### config.mk
export PLATFORM = sky130hd
export DESIGN_NAME = encrypt_stream
export DESIGN_NICKNAME = d
export VERILOG_FILES = /design/src/rtl/encrypt_pkg.sv /design/src/rtl/lane_subset_sum.sv /design/src/rtl/encrypt_stream.sv
export SDC_FILE = /design/constraint.sdc
export NUM_CORES = 1
export LEC_CHECK = 0
export CAP_MARGIN = 40
export CORE_ASPECT_RATIO = 2
export CORE_MARGIN = 1
export CORE_UTILIZATION = 57
export CTS_CLUSTER_SIZE = 24
export DETAILED_ROUTE_END_ITERATION = 7
export PLACE_DENSITY = 0.95
export SLEW_MARGIN = 20
export SYNTH_ARGS = -nofsm -noshare
export SYNTH_HDL_FRONTEND = slang
export SYNTH_SLANG_ARGS = --single-unit
### constraint.sdc
create_clock -name clk -period 19.8 [get_ports clk]
set_input_delay 4.95 -clock clk [delete_from_list [all_inputs] [get_ports clk]]
set_output_delay 4.95 -clock clk [all_outputs]
set_load 0.05 [all_outputs]
### src/rtl/encrypt_pkg.sv
// encrypt_pkg: shared types and helpers for the streaming LWE encryptor.
//   state_e  - controller states (IDLE / ACCUM / EMIT)
//   CHUNKS   - key beats per row at the default geometry
//   ROW_W    - row index width at the default geometry
//   pt_term  - plaintext encoding (raw or scaled by q/p)
package encrypt_pkg;

  localparam int PT_W_DEF   = 6;
  localparam int CT_W_DEF   = 10;
  localparam int DIM_DEF    = 10;
  localparam int BIG_N_DEF  = 30;
  localparam int LANES_DEF  = 5;
  localparam int PT_ROW_DEF = 0;

  localparam int CHUNKS = BIG_N_DEF / LANES_DEF;
  localparam int ROW_W  = (DIM_DEF > 0) ? $clog2(DIM_DEF + 1) : 1;

  typedef enum logic [1:0] {
    ST_IDLE  = 2'd0,
    ST_ACCUM = 2'd1,
    ST_EMIT  = 2'd2
  } state_e;

  // Returns the plaintext contribution; the caller truncates to ct_w bits.
  // With scale set the plaintext sits in the top pt_w bits (delta = q/p).
  function automatic logic [31:0] pt_term(input logic [31:0] pt,
                                          input int          pt_w,
                                          input int          ct_w,
                                          input bit          scale);
    logic [31:0] mask;
    logic [31:0] raw;
    mask = (pt_w >= 32) ? 32'hFFFF_FFFF : ((32'd1 << pt_w) - 32'd1);
    raw  = pt & mask;
    if (scale) return raw << (ct_w - pt_w);
    return raw;
  endfunction

endpackage

### src/rtl/lane_subset_sum.sv
// lane_subset_sum: combinational masked sum of LANES key entries.
//   entries_i - LANES packed entries, lane l at [l*W +: W]
//   mask_i    - lane l contributes when mask_i[l] is set
//   sum_o     - sum of selected entries, wrapping mod 2^W
module lane_subset_sum #(
  parameter int LANES = 5,
  parameter int W     = 10
) (
  input  logic [LANES*W-1:0] entries_i,
  input  logic [LANES-1:0]   mask_i,
  output logic [W-1:0]       sum_o
);

  always_comb begin
    sum_o = '0;
    for (int l = 0; l < LANES; l++) begin
      if (mask_i[l]) sum_o = sum_o + entries_i[l*W +: W];
    end
  end

endmodule

### src/rtl/encrypt_stream.sv
// encrypt_stream: streaming LWE encryption engine.
// One public-key row arrives as CHUNKS beats of LANES entries; the
// noise-selected subset sum of the row (plus the plaintext term on row
// PT_ROW) is emitted as one ciphertext element per row, rows 0..DIMENSION.
//
// Build option: ENCRYPT_PT_SCALE_EN
//   defined   - plaintext encoded as plaintext << (CT_W - PT_W)
//   undefined - plaintext added zero-extended
//
// Ports
//   clk, rst         clock, synchronous active-high reset
//   start            begin encryption (honoured in IDLE only)
//   plaintext        latched on accepted start
//   noise_select     latched on accepted start, bit j selects key entry j
//   busy             high whenever not IDLE
//   key_valid/ready  key beat stream, key_data lane l at [l*CT_W +: CT_W]
//   ct_valid/ready   ciphertext element stream
//   ct_data, ct_row  element value and its row index
//   ct_last          marks row DIMENSION
//   done             one-cycle pulse after the final output handshake
//
// state    | meaning
// ---------+---------------------------------------------------
// ST_IDLE  | waiting for start
// ST_ACCUM | consuming key beats of the current row
// ST_EMIT  | holding the row's ciphertext until ct_ready
module encrypt_stream
  import encrypt_pkg::*;
#(
  parameter int PLAINTEXT_WIDTH  = PT_W_DEF,
  parameter int CIPHERTEXT_WIDTH = CT_W_DEF,
  parameter int DIMENSION        = DIM_DEF,
  parameter int BIG_N            = BIG_N_DEF,
  parameter int LANES            = LANES_DEF,
  parameter int PT_ROW           = PT_ROW_DEF
) (
  input  logic                                  clk,
  input  logic                                  rst,
  input  logic                                  start,
  input  logic [PLAINTEXT_WIDTH-1:0]            plaintext,
  input  logic [BIG_N-1:0]                      noise_select,
  output logic                                  busy,
  input  logic                                  key_valid,
  output logic                                  key_ready,
  input  logic [LANES*CIPHERTEXT_WIDTH-1:0]     key_data,
  output logic                                  ct_valid,
  input  logic                                  ct_ready,
  output logic [CIPHERTEXT_WIDTH-1:0]           ct_data,
  output logic [$clog2(DIMENSION+1)-1:0]        ct_row,
  output logic                                  ct_last,
  output logic                                  done
);

  localparam int CW       = CIPHERTEXT_WIDTH;
  localparam int PW       = PLAINTEXT_WIDTH;
  localparam int N_CHUNKS = BIG_N / LANES;
  localparam int CKW      = (N_CHUNKS > 1) ? $clog2(N_CHUNKS) : 1;
  localparam int RW       = $clog2(DIMENSION + 1);

`ifdef ENCRYPT_PT_SCALE_EN
  localparam bit PT_SCALE = 1'b1;
`else
  localparam bit PT_SCALE = 1'b0;
`endif

  state_e              state_q, state_d;
  logic [RW-1:0]       row_q, row_d;
  logic [CKW-1:0]      chunk_q, chunk_d;
  logic [CW-1:0]       acc_q, acc_d;
  logic [CW-1:0]       ct_data_q, ct_data_d;
  logic [PW-1:0]       pt_q, pt_d;
  logic [BIG_N-1:0]    noise_q, noise_d;
  logic                done_q, done_d;

  logic [LANES-1:0]    lane_mask;
  logic [CW-1:0]       lane_sum;
  logic [CW-1:0]       acc_next;
  logic [CW-1:0]       pt_enc;
  logic                last_chunk;
  logic                last_row;
  logic                pt_row_hit;

  assign lane_mask = noise_q[int'(chunk_q)*LANES +: LANES];

  lane_subset_sum #(
    .LANES (LANES),
    .W     (CW)
  ) u_lane_sum (
    .entries_i (key_data),
    .mask_i    (lane_mask),
    .sum_o     (lane_sum)
  );

  assign acc_next   = acc_q + lane_sum;
  assign pt_enc     = CW'(pt_term(32'(pt_q), PW, CW, PT_SCALE));
  assign last_chunk = (chunk_q == CKW'(N_CHUNKS - 1));
  assign last_row   = (row_q == RW'(DIMENSION));
  assign pt_row_hit = (row_q == RW'(PT_ROW));

  always_ff @(posedge clk) begin
    if (rst) begin
      state_q   <= ST_IDLE;
      row_q     <= '0;
      chunk_q   <= '0;
      acc_q     <= '0;
      ct_data_q <= '0;
      pt_q      <= '0;
      noise_q   <= '0;
      done_q    <= 1'b0;
    end else begin
      state_q   <= state_d;
      row_q     <= row_d;
      chunk_q   <= chunk_d;
      acc_q     <= acc_d;
      ct_data_q <= ct_data_d;
      pt_q      <= pt_d;
      noise_q   <= noise_d;
      done_q    <= done_d;
    end
  end

  always_comb begin
    state_d   = state_q;
    row_d     = row_q;
    chunk_d   = chunk_q;
    acc_d     = acc_q;
    ct_data_d = ct_data_q;
    pt_d      = pt_q;
    noise_d   = noise_q;
    done_d    = 1'b0;

    unique case (state_q)
      ST_IDLE: begin
        if (start) begin
          pt_d    = plaintext;
          noise_d = noise_select;
          row_d   = '0;
          chunk_d = '0;
          acc_d   = '0;
          state_d = ST_ACCUM;
        end
      end
      ST_ACCUM: begin
        if (key_valid) begin
          acc_d = acc_next;
          if (last_chunk) begin
            ct_data_d = acc_next + (pt_row_hit ? pt_enc : '0);
            chunk_d   = '0;
            state_d   = ST_EMIT;
          end else begin
            chunk_d = chunk_q + 1'b1;
          end
        end
      end
      ST_EMIT: begin
        if (ct_ready) begin
          if (last_row) begin
            done_d  = 1'b1;
            state_d = ST_IDLE;
          end else begin
            row_d   = row_q + 1'b1;
            acc_d   = '0;
            chunk_d = '0;
            state_d = ST_ACCUM;
          end
        end
      end
      default: state_d = ST_IDLE;
    endcase
  end

  assign busy      = (state_q != ST_IDLE);
  assign key_ready = (state_q == ST_ACCUM);
  assign ct_valid  = (state_q == ST_EMIT);
  assign ct_last   = ct_valid && last_row;
  assign ct_data   = ct_data_q;
  assign ct_row    = row_q;
  assign done      = done_q;

endmodule
==> impl_metrics.py, run 1 <==
metrics = {
    "global_route": {
        "antenna_violations_before_repair": 0,
        "global_route.peak_usage_layer": "met2",
        "grt_first_pass_wirelength_mm": 24.88,
        "gr-usage-all-layers_pct": 32.15,
        "grtUsageMet3_pct": 4.852,
        "grt_start_max_net_pins": 38,
        "m1_gr_usage_pct": 29.47,
        "first_global_vias": 5549,
        "grt_remaining_overflow": 0,
        "met2_usage_pct": 62.08,
    },
    "route": {
        "via_per_inst": 6.082,
        "num_vias": 5389,
        "drt-initial-drc-count": 361,
        "detailedRoute.firstPassIterationCount": 8,
        "route.final.wire_length_mm": 15.63,
        "detail_route_antenna_nets": 0,
        "routed_wire_length_per_instance_um": 17.64,
        "detail_route.drc_violations": 12,
    },
    "layout": {
        "design.final.nets": 929,
        "area_taken_by_multi_input_logic_gates_um2": 3806,
        "final_layout_size_suffix_gt1_share_pct": 6.888,
        "sequential_standard_cell_area_um2": 1321,
        "area_growth_pct": 28.16,
        "stdcell_count": 886,
        "filler_cell_count": 609,
        "ant_diodes": 0,
    },
    "synth": {
        "yosysTopAreaCell": "dfxtp_1",
        "netlist_area_um2": 5371,
        "edff_count_synth": 0,
        "synthCells": 678,
        "ys_ff_latch": 66,
        "synth_cell_type_count": 66,
        "ys_async_sr_fraction_pct": 0,
        "netlist_top_cells_area": "dfxtp_1 (25%), ha_1 (12%), nand2_1 (8.3%), a21oi_1 (5.9%), xnor2_1 (3.9%)",
        "synth_warnings": 0,
        "synthDominantCellAreaShare_pct": 24.60,
        "average_instance_area_after_synthesis_um2": 7.922,
        "synth_top_flop_cell": "dfxtp_1",
        "sequential_cell_area_fraction_in_the_yosys_report_pct": 24.60,
        "synthesis.nets": 828,
    },
    "placement": {
        "dp.cells": 870,
        "io_buffer_count": 109,
        "place_hpwl_mm": 12.07,
        "gp_congestion": 0.8912,
    },
    "critical_path": {
        "endpoint_kind": "register",
        "r2r_setup_slack_ps": 11120,
        "critPathTopFamily": "compound AO/OA/AOI/OAI gates",
        "critical_path.max_stage_delay_ps": 450,
        "crit_path_top_delay_cell": "clkdlybuf4s50_1",
        "critPathLaunchType": "input port",
        "criticalPathCategory": "input port to register",
        "crit_path_max_fanout": 4,
        "arrival_ps": 12290,
        "path_buf_inv": 3,
        "cpMostUsedCell": "ha_1",
        "critPathRequiredTime_ps": 20020,
    },
    "clocking": {
        "cts-htree-levels": 3,
        "numCtsBuffers": 9,
        "postCtsResizedCells": 0,
        "worstSkewPairLatency_ps": 330,
        "cts_setup_buffers": 0,
        "clock_sinks": 66,
        "cts.reportedPaths.clkPinSlew_ps": 50,
        "tritoncts": "done",
        "cts_root_buf": "clkbuf_16",
        "cts_hold_repair.buffers": 0,
        "ctsLongestPathBuffers": 2,
    },
    "floorplan": {
        "die-area_um2": 9839,
        "die_height_um": 139.3,
        "ios": 110,
        "floorplan.rows": 49,
        "core_region_area_um2": 9074,
        "dieWidth_um": 70.64,
        "initial_standard_cell_utilization_of_the_core_pct": 59.20,
    },
    "sta": {
        "final.period_utilization_pct": 60.95,
        "timing.final.hold_violations": 0,
        "max_slew.worst_pin.slew_ps": 947.5,
        "max_slew_violation_total_from_the_final_report": 0,
        "max_clock_freq_mhz": 82.86,
        "clock_skew_ps": 6.349,
        "setup_viol_count_final": 0,
        "unrepaired_setup_endpoints_after_global_routing": "no",
        "final.setup.tns_ps": 0,
        "relSlewSlack_pct": 36.83,
        "min_period_ps": 12070,
    },
    "worst_hold_path": {
        "min-delay-path-class": "register to register",
    },
    "pwr": {
        "power_per_cell_area_nw_per_um2": 69.14,
        "power.ir.vdd_worst_mv": 0.07593,
        "power.leakage_nw": 2.975,
    },
    "status": {
        "outcome": "complete, but fails checks",
        "violated_checks": "design-rule violations",
    },
    "run": {
        "cap_violations": 0,
    },
}
==> sequential cells by signal (all words and copies together) (netlist names) <==
name and flops:
state_q 2, ct_data 10, chunk_q 3, done 1, noise_q 30, pt_q 6
ct_row 4, acc_q 10
==> cell usage in the layout, fill, tap and decap left out, drive strengths merged, types with 4 or more instances in the layout <==
cell           Yosys  routed
buf                6       7
a21o              14      14
mux4               5       5
clkdlybuf4s50      0     108
o211ai             4       4
nor3b              4       4
xor2              17      17
nand2b             7       7
a21boi             5       5
nor2              52      52
mux2              18      18
a211oi             4       4
nor2b             12      12
a22oi             14      14
dfxtp             66      66
fa                 6       6
nor3              18      18
a21oi             64      64
mux2i              9       9
inv               37      38
xnor2             24      24
or3                4       4
o2111ai            4       4
clkbuf            19      10
and2              17      17
o21ai             24      24
nand2            119     119
nand3             10      10
ha                53      53
==> Yosys cell counts, types with 2 or more instances <==
cell and instances:
a211oi_1 4, nor3_1 18, a22oi_2 3, o21ai_0 20, xnor2_1 24, nand4_1 2
o211ai_1 4, a41oi_1 3, mux2i_1 9, nor3b_1 4, buf_1 2, buf_2 3
a22oi_1 10, mux4_2 5, and3_1 2, o21a_1 3, o21ai_1 4, ha_1 53
clkbuf_1 19, nand3_1 10, a21boi_0 5, nor2_1 52, nand2b_1 7, and2_1 17
a21o_1 14, a31oi_1 3, or3_1 4, fa_1 6, xor2_1 17, nor2b_1 12
dfxtp_1 66, a21oi_1 63, o2111ai_1 4, o21bai_1 3, nor4b_1 2, mux2_4 2
nand2_1 119, inv_1 37, mux2_2 16
==> path summary, 6_finish.rpt <==
kind                from           to  cells after the start
max          key_data[0]   ct_data[9]                     36
max reg2reg   chunk_q[0]   ct_data[9]                     37
min reg2reg  noise_q[14]  noise_q[14]                      2
min          noise_q[14]  noise_q[14]                      2
==> stage by stage <==
stage                     total power [mW]  util [%]  instance area, um2  worst slack [ps]  hold slack, ps
after floorplan                     0.2533         -                5371              8719           431.7
after global placement              0.2941     71.70                6506              7710           439.2
after detailed placement            0.3019     72.26                6556              7467           447.4
after CTS                           0.4759     75.87                6884              7801           455.1
after global routing                0.4975     75.87                6884              7285           476.0
final                               0.4760     75.87                6884              7732           452.0
==> kinds of logic (layout without fill, tap and decap cells) <==
| kind of cell | count (synthesis) | in the layout | share of synthesized area (%) |
|---|---|---|---|
| compound gates | 160 | 160 | 19.45 |
| xor+xnor | 43 | 43 | 7.547 |
| fa+ha+maj | 60 | 60 | 14.79 |
| buf+inv | 63 | 169 | 4.542 |
| flops | 66 | 66 | 24.60 |
| mux | 32 | 32 | 7.687 |
| simple gates | 254 | 254 | 21.38 |
==> area by class of cell <==
cell class	count	share of cell area [%]
Clock inverter	6	1.290
Tap cell	102	1.854
Sequential cell	66	19.19
Timing Repair Buffer	115	16.83
Clock buffer	10	3.471
Inverter	38	2.072
Multi-Input combinational cell	549	55.29
==> routing by layer <==
layer	vias to the layer above	routed length [um]
li1	2578	-
met1	2527	5172
met2	215	8718
met3	69	712
met4	0	1025
met5	-	0
==> worst min-delay path: stages (launching register included) <==
cell	delay [ps]
dfxtp_1	300
nand2_1	50
a21oi_1	50
==> power breakdown <==
part	switching (mW)	internal, mW
logic	0.0854	0.0761
registers	0.00379	0.138
clock network	0.0589	0.114
Power figures use the tool's default switching activity.
==> run 2, diff against run 1 <==
CORE_UTILIZATION = 53   (was 57)
PLACE_DENSITY = 0.91   (was 0.95)
clock period = 12.1 ns   (was 19.8 ns; I/O delays follow)
==> run 2 against run 1 <==
Net effect: the flow now finishes without violations; sequential share of layout area shrank 0.076 points; die area grew 7.4%; final cell count grew 3.2%; combinational power grew 63%; power grew 59%; sequential power grew 64%; critical path type unchanged.
==> impl_metrics.py, run 2 (same netlist as run 1, synthesis figures left out) <==
metrics = {
    "clocking": {
        "worstSkewPairLatency_ps": 330,
        "tritoncts": "done",
        "cts_hold_repair.buffers": 0,
        "cts.reportedPaths.clkPinSlew_ps": 50,
        "clock_sinks": 66,
        "postCtsResizedCells": 0,
        "cts-htree-levels": 3,
        "numCtsBuffers": 9,
        "cts_setup_buffers": 0,
        "ctsLongestPathBuffers": 2,
        "cts_root_buf": "clkbuf_16",
    },
    "floorplan": {
        "floorplan.rows": 51,
        "die-area_um2": 10570,
        "die_height_um": 144.4,
        "initial_standard_cell_utilization_of_the_core_pct": 55.02,
        "ios": 110,
        "core_region_area_um2": 9763,
        "dieWidth_um": 73.19,
    },
    "critical_path": {
        "crit_path_max_fanout": 5,
        "critPathLaunchType": "input port",
        "r2r-end": "ct_data[9]",
        "criticalPathCategory": "input port to register",
        "r2r_setup_slack_ps": 3500,
        "critPathTopFamily": "compound AO/OA/AOI/OAI gates",
        "cpMostUsedCell": "ha_1",
        "reg2reg_depth": 33,
        "path_buf_inv": 4,
        "reg2reg_from": "chunk_q[0]",
        "critical_path_depth": 32,
        "arrival_ps": 10270,
        "endpoint_kind": "register",
        "critPathRequiredTime_ps": 12320,
        "crit_path_top_delay_cell": "o41ai_1",
        "critical_path.max_stage_delay_ps": 530,
    },
    "route": {
        "via_per_inst": 5.853,
        "detailedRoute.firstPassIterationCount": 5,
        "route.final.wire_length_mm": 15.00,
        "routed_wire_length_per_instance_um": 16.41,
        "detail_route.drc_violations": 0,
        "detail_route_antenna_nets": 0,
        "num_vias": 5350,
        "drt-initial-drc-count": 248,
    },
    "layout": {
        "filler_cell_count": 768,
        "layout.core_utilization_pct": 70.79,
        "sequential_standard_cell_area_um2": 1321,
        "area_taken_by_multi_input_logic_gates_um2": 3806,
        "final_layout_size_suffix_gt1_share_pct": 6.522,
        "area_growth_pct": 28.67,
        "ant_diodes": 0,
        "largest_register_by_flop_count": "noise_q",
        "design.final.nets": 928,
        "most_frequent_cells_in_the_layout": "nand2_1 (119), clkdlybuf4s50_1 (108), dfxtp_1 (66)",
        "stdcell_count": 914,
        "largest_reg_flops": 30,
        "layout_commonest_cell": "nand2_1",
    },
    "sta": {
        "max_slew_violation_total_from_the_final_report": 0,
        "relSlewSlack_pct": 36.15,
        "final.period_utilization_pct": 83.02,
        "final.setup.tns_ps": 0,
        "setup_viol_count_final": 0,
        "fin_worst_hold_slack_ps": 452.5,
        "clock_skew_ps": 6.899,
        "timing.final.hold_violations": 0,
        "min_period_ps": 10050,
        "max_clock_freq_mhz": 99.55,
        "unrepaired_setup_endpoints_after_global_routing": "no",
        "max_slew.worst_pin.slew_ps": 957.8,
    },
    "global_route": {
        "grt_start_max_net_pins": 35,
        "antenna_violations_before_repair": 0,
        "gr-usage-all-layers_pct": 29.56,
        "grt_remaining_overflow": 0,
        "grt_first_pass_wirelength_mm": 23.98,
        "first_global_vias": 5526,
    },
    "placement": {
        "gp_congestion": 0.8331,
        "io_buffer_count": 109,
        "place_hpwl_mm": 11.88,
        "dp.cells": 899,
    },
    "worst_hold_path": {
        "min-delay-path-class": "register to register",
        "worst_hold_startpoint": "ct_data[3]",
        "whs_path_depth": 2,
        "min_delay_worst_endpoint": "ct_data[3]",
    },
    "pwr": {
        "power_per_cell_area_nw_per_um2": 109.7,
        "power.ir.vdd_worst_mv": 0.1357,
        "power.leakage_nw": 2.976,
    },
    "status": {
        "outcome": "finished, final reports clean",
    },
    "run": {
        "cap_violations": 0,
    },
}
run 2: cell count changes in the layout (fill, tap and decap cells not counted):
cell	previous run	this run
buf_16	0	2
clkbuf_8	1	3
clkinvlp_4	2	0
buf_12	1	0
buf_4	3	2
buf_8	2	1
bufinv_16	2	1
clkbuf_1	0	1
inv_6	1	0
run 2: how the worst max path moves through the flow:
stage,from,end,slack [ps]
floorplan,key_data[0],ct_data[9],2940
global placement,key_data[0],ct_data[9],2090
detailed placement,key_data[0],ct_data[9],1860
CTS,key_data[0],ct_data[9],2130
global route,key_data[0],ct_data[9],1510
finish,key_data[0],ct_data[9],2050
run 2: through the flow:
| step | area (um2) | total power, mW | worst slack (ps) |
|---|---|---|---|
| floorplan | 5371 | 0.4145 | 2944 |
| CTS | 6912 | 0.7586 | 2130 |
| finish | 6912 | 0.7585 | 2055 |
| global route | 6912 | 0.7978 | 1514 |
| global placement | 6536 | 0.4787 | 2088 |
| detailed placement | 6606 | 0.4950 | 1855 |
run 2: routing by layer:
| metal | up-vias | wire [um] | global-route usage (%) |
|---|---|---|---|
| li1 | 2571 | - | - |
| met1 | 2524 | 5005 | 26.00 |
| met2 | 193 | 8654 | 58.77 |
| met3 | 62 | 563 | 4.181 |
| met4 | 0 | 772 | 19.50 |
| met5 | - | 0 | 0 |
run 2: worst register-to-register path: cells and delay by family (launching register included):
family,cells,cell delay [ps]
buf+inv,3,280
flops,1,760
mux,2,920
simple gates,4,570
xor+xnor,3,910
compound gates,15,3280
fa+ha+maj,6,1750
run 2: power by group:
part,total (mW),switching [mW],internal (mW),leakage [nW]
Combinational,0.262,0.137,0.125,2.29
Sequential,0.233,0.00633,0.226,0.538
Clock,0.264,0.0890,0.175,0.152
Total,0.758,0.232,0.526,2.98
run 2: final cells by class:
class	count	share of cell area (%)
well taps	132	2.390
multi-input cells	549	55.07
flip-flops and latches	66	19.12
clock buffers	13	3.910
clock inverters	2	0.5069
repair buffers	114	16.94
inverters	38	2.064
==> RTL change 1, RTL diff (settings of run 2) <==
Reset style: asynchronous (`rst`), changed in one clocked block. Comments in the files are not updated.
--- a/src/rtl/encrypt_stream.sv
+++ b/src/rtl/encrypt_stream.sv
@@ -97,7 +97,7 @@
   assign last_row   = (row_q == RW'(DIMENSION));
   assign pt_row_hit = (row_q == RW'(PT_ROW));
 
-  always_ff @(posedge clk) begin
+  always_ff @(posedge clk or posedge rst) begin
     if (rst) begin
       state_q   <= ST_IDLE;
       row_q     <= '0;
Behaviour: differs if rst is asserted again (counterexample within 4 cycles, from zero or initial values and one cycle with rst high); with rst held inactive, the same outputs for 4 cycles.
==> RTL change 1 against run 2 <==
Design area increased by 1.7%; worst setup slack improved by 120 ps; critical endpoint is now ct_data[9]$_DFFE_PP0P_; routed wire length shrank 3.8%; area after synthesis is 1.0% higher; sequential cell count stayed put; global-route usage is 0.51 points lower.
Power is not shown: default switching activity piles up to over one toggle a cycle in this logic, so the estimate is an artifact.
==> RTL change 1: results (changes against run 2) <==
| Metric | Value |
|---|---|
| Outcome | finished clean |
| Vias in the first global route | 5262 (-4.8%) |
| WP data arrival | 10120 ps (-150 ps) |
| Reg2reg end | ct_data[9]$_DFFE_PP0P_ |
| GR met1 Demand/Resource | 0.274 (+0.0139) |
| Post-synth top cells | 66 x dfrtp_1, 53 x ha_1, 52 x mux2_2 |
| Max FFs per register | 30 (unchanged) |
| Hold path start | ct_data[7]$_DFFE_PP0P_ |
| Hold Path Stages | 2 (unchanged) |
| Ranking of synthesized cells by area | dfrtp_1 30%, ha_1 12%, mux2_2 11% |
| Largest reg by FF count | noise_q |
| Slowest stage delay, CP | 590 ps (+60 ps) |
| Relative slew slack | 0.415 (+0.0540) |
| Crit path max fanout | 5 (unchanged) |
| Synth Area in XOR/XNOR | 0.0717 (-0.00375) |
| Critical-path top delay cell | o41ai_1 |
| GRT Total Usage | 0.290 (-0.00513) |
| DRT iter0 DRCs | 198 (-20%) |
| Global-route wire length before repair | 23800 um (-0.86%) |
| DR pass1 iterations | 4 (-1) |
| Seq/Total Area, Yosys | 0.304 (+0.0584) |
| Largest net degree at the start of global routing | 67 (+91%) |
| Yosys cell types | 51 (-23%) |
| GPL Wtd Cong | 0.898 (+7.8%) |
| TritonCTS Buffers | 9 (unchanged) |
| Clock slew at reported path FFs | 60 ps |
| Final Skew | 6.80 ps (-0.102 ps) |
| Final net count | 836 (-9.9%) |
| Mux contribution to synthesized area | 0.152 (+0.0747) |
| Net Count, Synth | 724 (-13%) |
| Hold path endpoint | ct_data[7]$_DFFE_PP0P_ |
| PortBufs | 109 (unchanged) |
| Post-synthesis adder-cell area fraction | 0.146 (-0.00170) |
| Vias/cell | 5.81 (-0.73%) |
| Fillers | 743 (-3.3%) |
| Worst-case clock buffer depth | 2 (unchanged) |
| Critical R2R Launch | chunk_q[0]$_DFFE_PP0P_ |
| M2 GR Usage | 0.526 (-0.0616) |
| Worst r2r path cells | 34 (+3.0%) |
| Post-CTS sizing | 0 (unchanged) |
| Async set or reset register ratio after synthesis | 1.00 (+1.00) |
| Routed WL | 14400 um (-3.8%) |
| Met3 Use GR | 0.0556 (+0.0137) |
| Post-DP HPWL | 11400 um (-3.9%) |
| Antenna Cells | 0 (unchanged) |
| Post-synthesis compound-gate area fraction | 0.158 (-0.0361) |
| Flop2flop setup slack | 3680 ps (+180 ps) |
| Post-CTS Setup Inserts | 0 (unchanged) |
| Layout cells sized above 1 | 0.123 (+0.0578) |
## RTL change 1: critical path, delay by kind of cell
family,cells,cell delay [ps]
XOR/XNOR,5,1060
AND/OR/NAND/NOR,6,570
AO/OA/AOI/OAI,12,2660
buffers and inverters,4,670
adder cells (fa/ha/maj),6,1870
multiplexers,1,280
## RTL change 1: how the worst max path moves through the flow
| stage | from | to | depth (start not counted) |
|---|---|---|---|
| 3_3_place_gp | key_data[0] | ct_data[9]$_DFFE_PP0P_ | 34 |
| 5_1_grt | key_data[0] | ct_data[9]$_DFFE_PP0P_ | 34 |
| 2_1_floorplan | key_data[0] | ct_data[9]$_DFFE_PP0P_ | 34 |
| 3_5_place_dp | key_data[0] | ct_data[9]$_DFFE_PP0P_ | 34 |
| 6_report | key_data[0] | ct_data[9]$_DFFE_PP0P_ | 34 |
| 4_1_cts | key_data[0] | ct_data[9]$_DFFE_PP0P_ | 34 |
## RTL change 1: stage by stage
step / cells / area (um^2) / util / worst slack [ps] / hold WS, ps
floorplan: 574 / 5430 / - / 3340 / 472
global placement: 804 / 6660 / 0.677 / 2300 / 470
detailed placement: 805 / 6680 / 0.680 / 1960 / 475
CTS: 821 / 7000 / 0.713 / 2230 / 487
global route: 823 / 7030 / 0.715 / 1790 / 512
finish: 823 / 7030 / 0.715 / 2180 / 485
## RTL change 1: routing by layer
layer / routed length [um] / share of wire
met5: 0 / 0
met4: 935 / 0.065
met3: 660 / 0.046
met2: 8070 / 0.56
met1: 4760 / 0.33
## RTL change 1: area by class of cell
class,count,area (um^2),area share
Clock buffer,10,229,0.0326
Clock inverter,6,91.3,0.0130
Inverter,40,150,0.0214
Multi-Input combinational cell,453,3570,0.508
Sequential cell,66,1650,0.235
Tap cell,132,165,0.0235
Timing Repair Buffer,116,1170,0.167
==> RTL change 2, RTL diff (config.mk and constraints of run 2) <==
Without the edit above. The option `ENCRYPT_PT_SCALE_EN` is turned on by a define.
--- a/src/rtl/encrypt_stream.sv
+++ b/src/rtl/encrypt_stream.sv
@@ -24,6 +24,8 @@
 // ST_IDLE  | waiting for start
 // ST_ACCUM | consuming key beats of the current row
 // ST_EMIT  | holding the row's ciphertext until ct_ready
+`define ENCRYPT_PT_SCALE_EN
+
 module encrypt_stream
   import encrypt_pkg::*;
 #(
Function: changed (a bounded check fails within 10 cycles, from zero or initial values and one cycle with rst high).
==> RTL change 2 against run 2 <==
Worst hold slack better by 2.0 ps; count of clock-buffer cells in the layout is 3 lower; power is 3.2% lower; global-route usage down 1.1 points; sequential share of layout area grew 0.37 points; cell count grew 0.22%; sequential cell count did not move; routed wire length fell by 3.6%; maximum frequency decreased by 2.9%; design area shrank 1.9%; die area is 1.9% lower; area after synthesis is 2.0% lower; worst setup slack got worse by 300 ps; critical path type unchanged; largest cell class unchanged; highest routed layer unchanged.
==> RTL change 2: results (changes against run 2) <==
| Metric | Value |
|---|---|
| Outcome | finished clean |
| Seq area share | 0.195 (+0.00367) |
| Clock distribution power | 257 uW (-3%) |
| Clock buf count | 10 (-3) |
| Seq cells | 66 (unchanged) |
| ClkCell Share | 0.0434 (-0.000813) |
| WP data arrival | 10530 ps (+260 ps) |
| Post-synthesis compound-gate area fraction | 0.191 (-0.00348) |
| Global-route wire length before repair | 23100 um (-3.8%) |
| DP Cell Count | 901 (+0.22%) |
| Synth Area in XOR/XNOR | 0.0658 (-0.00966) |
| Vias/cell | 5.75 (-1.7%) |
| Post-DP HPWL | 11100 um (-6.2%) |
| GR met1 Demand/Resource | 0.267 (+0.00740) |
| Flop2flop setup slack | 3330 ps (-170 ps) |
| Worst-case clock buffer depth | 2 (unchanged) |
| Routed WL | 14500 um (-3.6%) |
| Layout area overhead | 28.8% (about the same) |
| Sequential Power Share | 0.315 (+0.008) |
| Mux contribution to synthesized area | 0.0725 (-0.00441) |
| Fillers | 789 (+2.7%) |
| Relative slew slack | 0.534 (+0.173) |
| Non-clock buffer share | 0.172 (+0.00288) |
| Final Skew | 8.54 ps (+1.64 ps) |
| Critical-path top delay cell | fa_1 |
| Critical R2R Launch | chunk_q[1]$_SDFFE_PP0P_ |
| M2 GR Usage | 0.562 (-0.0260) |
| Worst VDD drop | 0.000167 V (+23%) |
| Fin crit share | 0.855 (+0.0246) |
| Vias in the first global route | 5289 (-4.3%) |
| Post-synthesis adder-cell area fraction | 0.146 (-0.00156) |
| Layout Cells excl Fill | 916 (+0.22%) |
| Layout cells sized above 1 | 0.0651 (-0.000166) |
| PortBufs | 109 (unchanged) |
| Area after DPL | 6490 um^2 (-1.8%) |
| Sw Share | 0.308 (+0.00187) |
| Hold WS | 455 ps (+2.01 ps) |
| Met3 Use GR | 0.0353 (-0.00653) |
| Leakage | 2.88 nW (-3.2%) |
| DP Worst Slack | 1470 ps (-381 ps) |
| Final net count | 929 (+0.11%) |
| H-tree Lvls | 3 (unchanged) |
| Multi-input gate area | 3700 um^2 (-2.8%) |
| GRT Total Usage | 0.284 (-0.0112) |
| GPL Wtd Cong | 0.852 (+2.3%) |
| Worst setup EP type | flip-flop |
| Avg Inst Size Synth | 7.76 um^2 (-2.1%) |
| Ranking of synthesized cells by area | dfxtp_1 25%, ha_1 12%, nand2_1 9.0% |
| Worst r2r path cells | 38 (+15%) |
| Yosys cell types | 57 (-14%) |
| Hold path start | pt_q[4]$_SDFFE_PP0P_ |
| Largest net degree at the start of global routing | 68 (+94%) |
| Nonclk buf count | 118 (+3.5%) |
| Post-synth top cells | 126 x nand2_1, 68 x a21oi_1, 66 x dfxtp_1 |
| Inverters | 35 (-7.9%) |
| Slowest stage delay, CP | 490 ps (-40 ps) |
RTL change 2: cell count changes in the layout (fill, tap and decap cells not counted), moves of 3 or more:
| cell | run 2 | this run |
|---|---|---|
| o21ai_1 | 4 | 0 |
| nand4_1 | 2 | 5 |
| nor2_1 | 52 | 56 |
| a22oi_2 | 3 | 0 |
| xnor2_1 | 24 | 20 |
| buf_4 | 2 | 7 |
| o21ai_0 | 20 | 23 |
| and2_1 | 17 | 14 |
| a21oi_1 | 63 | 68 |
| nand2_1 | 119 | 126 |
RTL change 2: logic make-up (layout without fill, tap and decap cells):
group | count (synthesis) | after routing
DFF | 66 | 66
and+or+nand+nor | 265 | 265
xor gates and xnor gates | 38 | 38
muxes | 29 | 29
adders and majority gates | 58 | 58
buffers and inverters | 63 | 168
AOI/OAI and AO/OA | 160 | 160
RTL change 2: layer usage:
layer	up-vias	share of wire
li1	2571	-
met1	2447	0.34
met2	192	0.58
met3	60	0.033
met4	0	0.044
met5	-	0
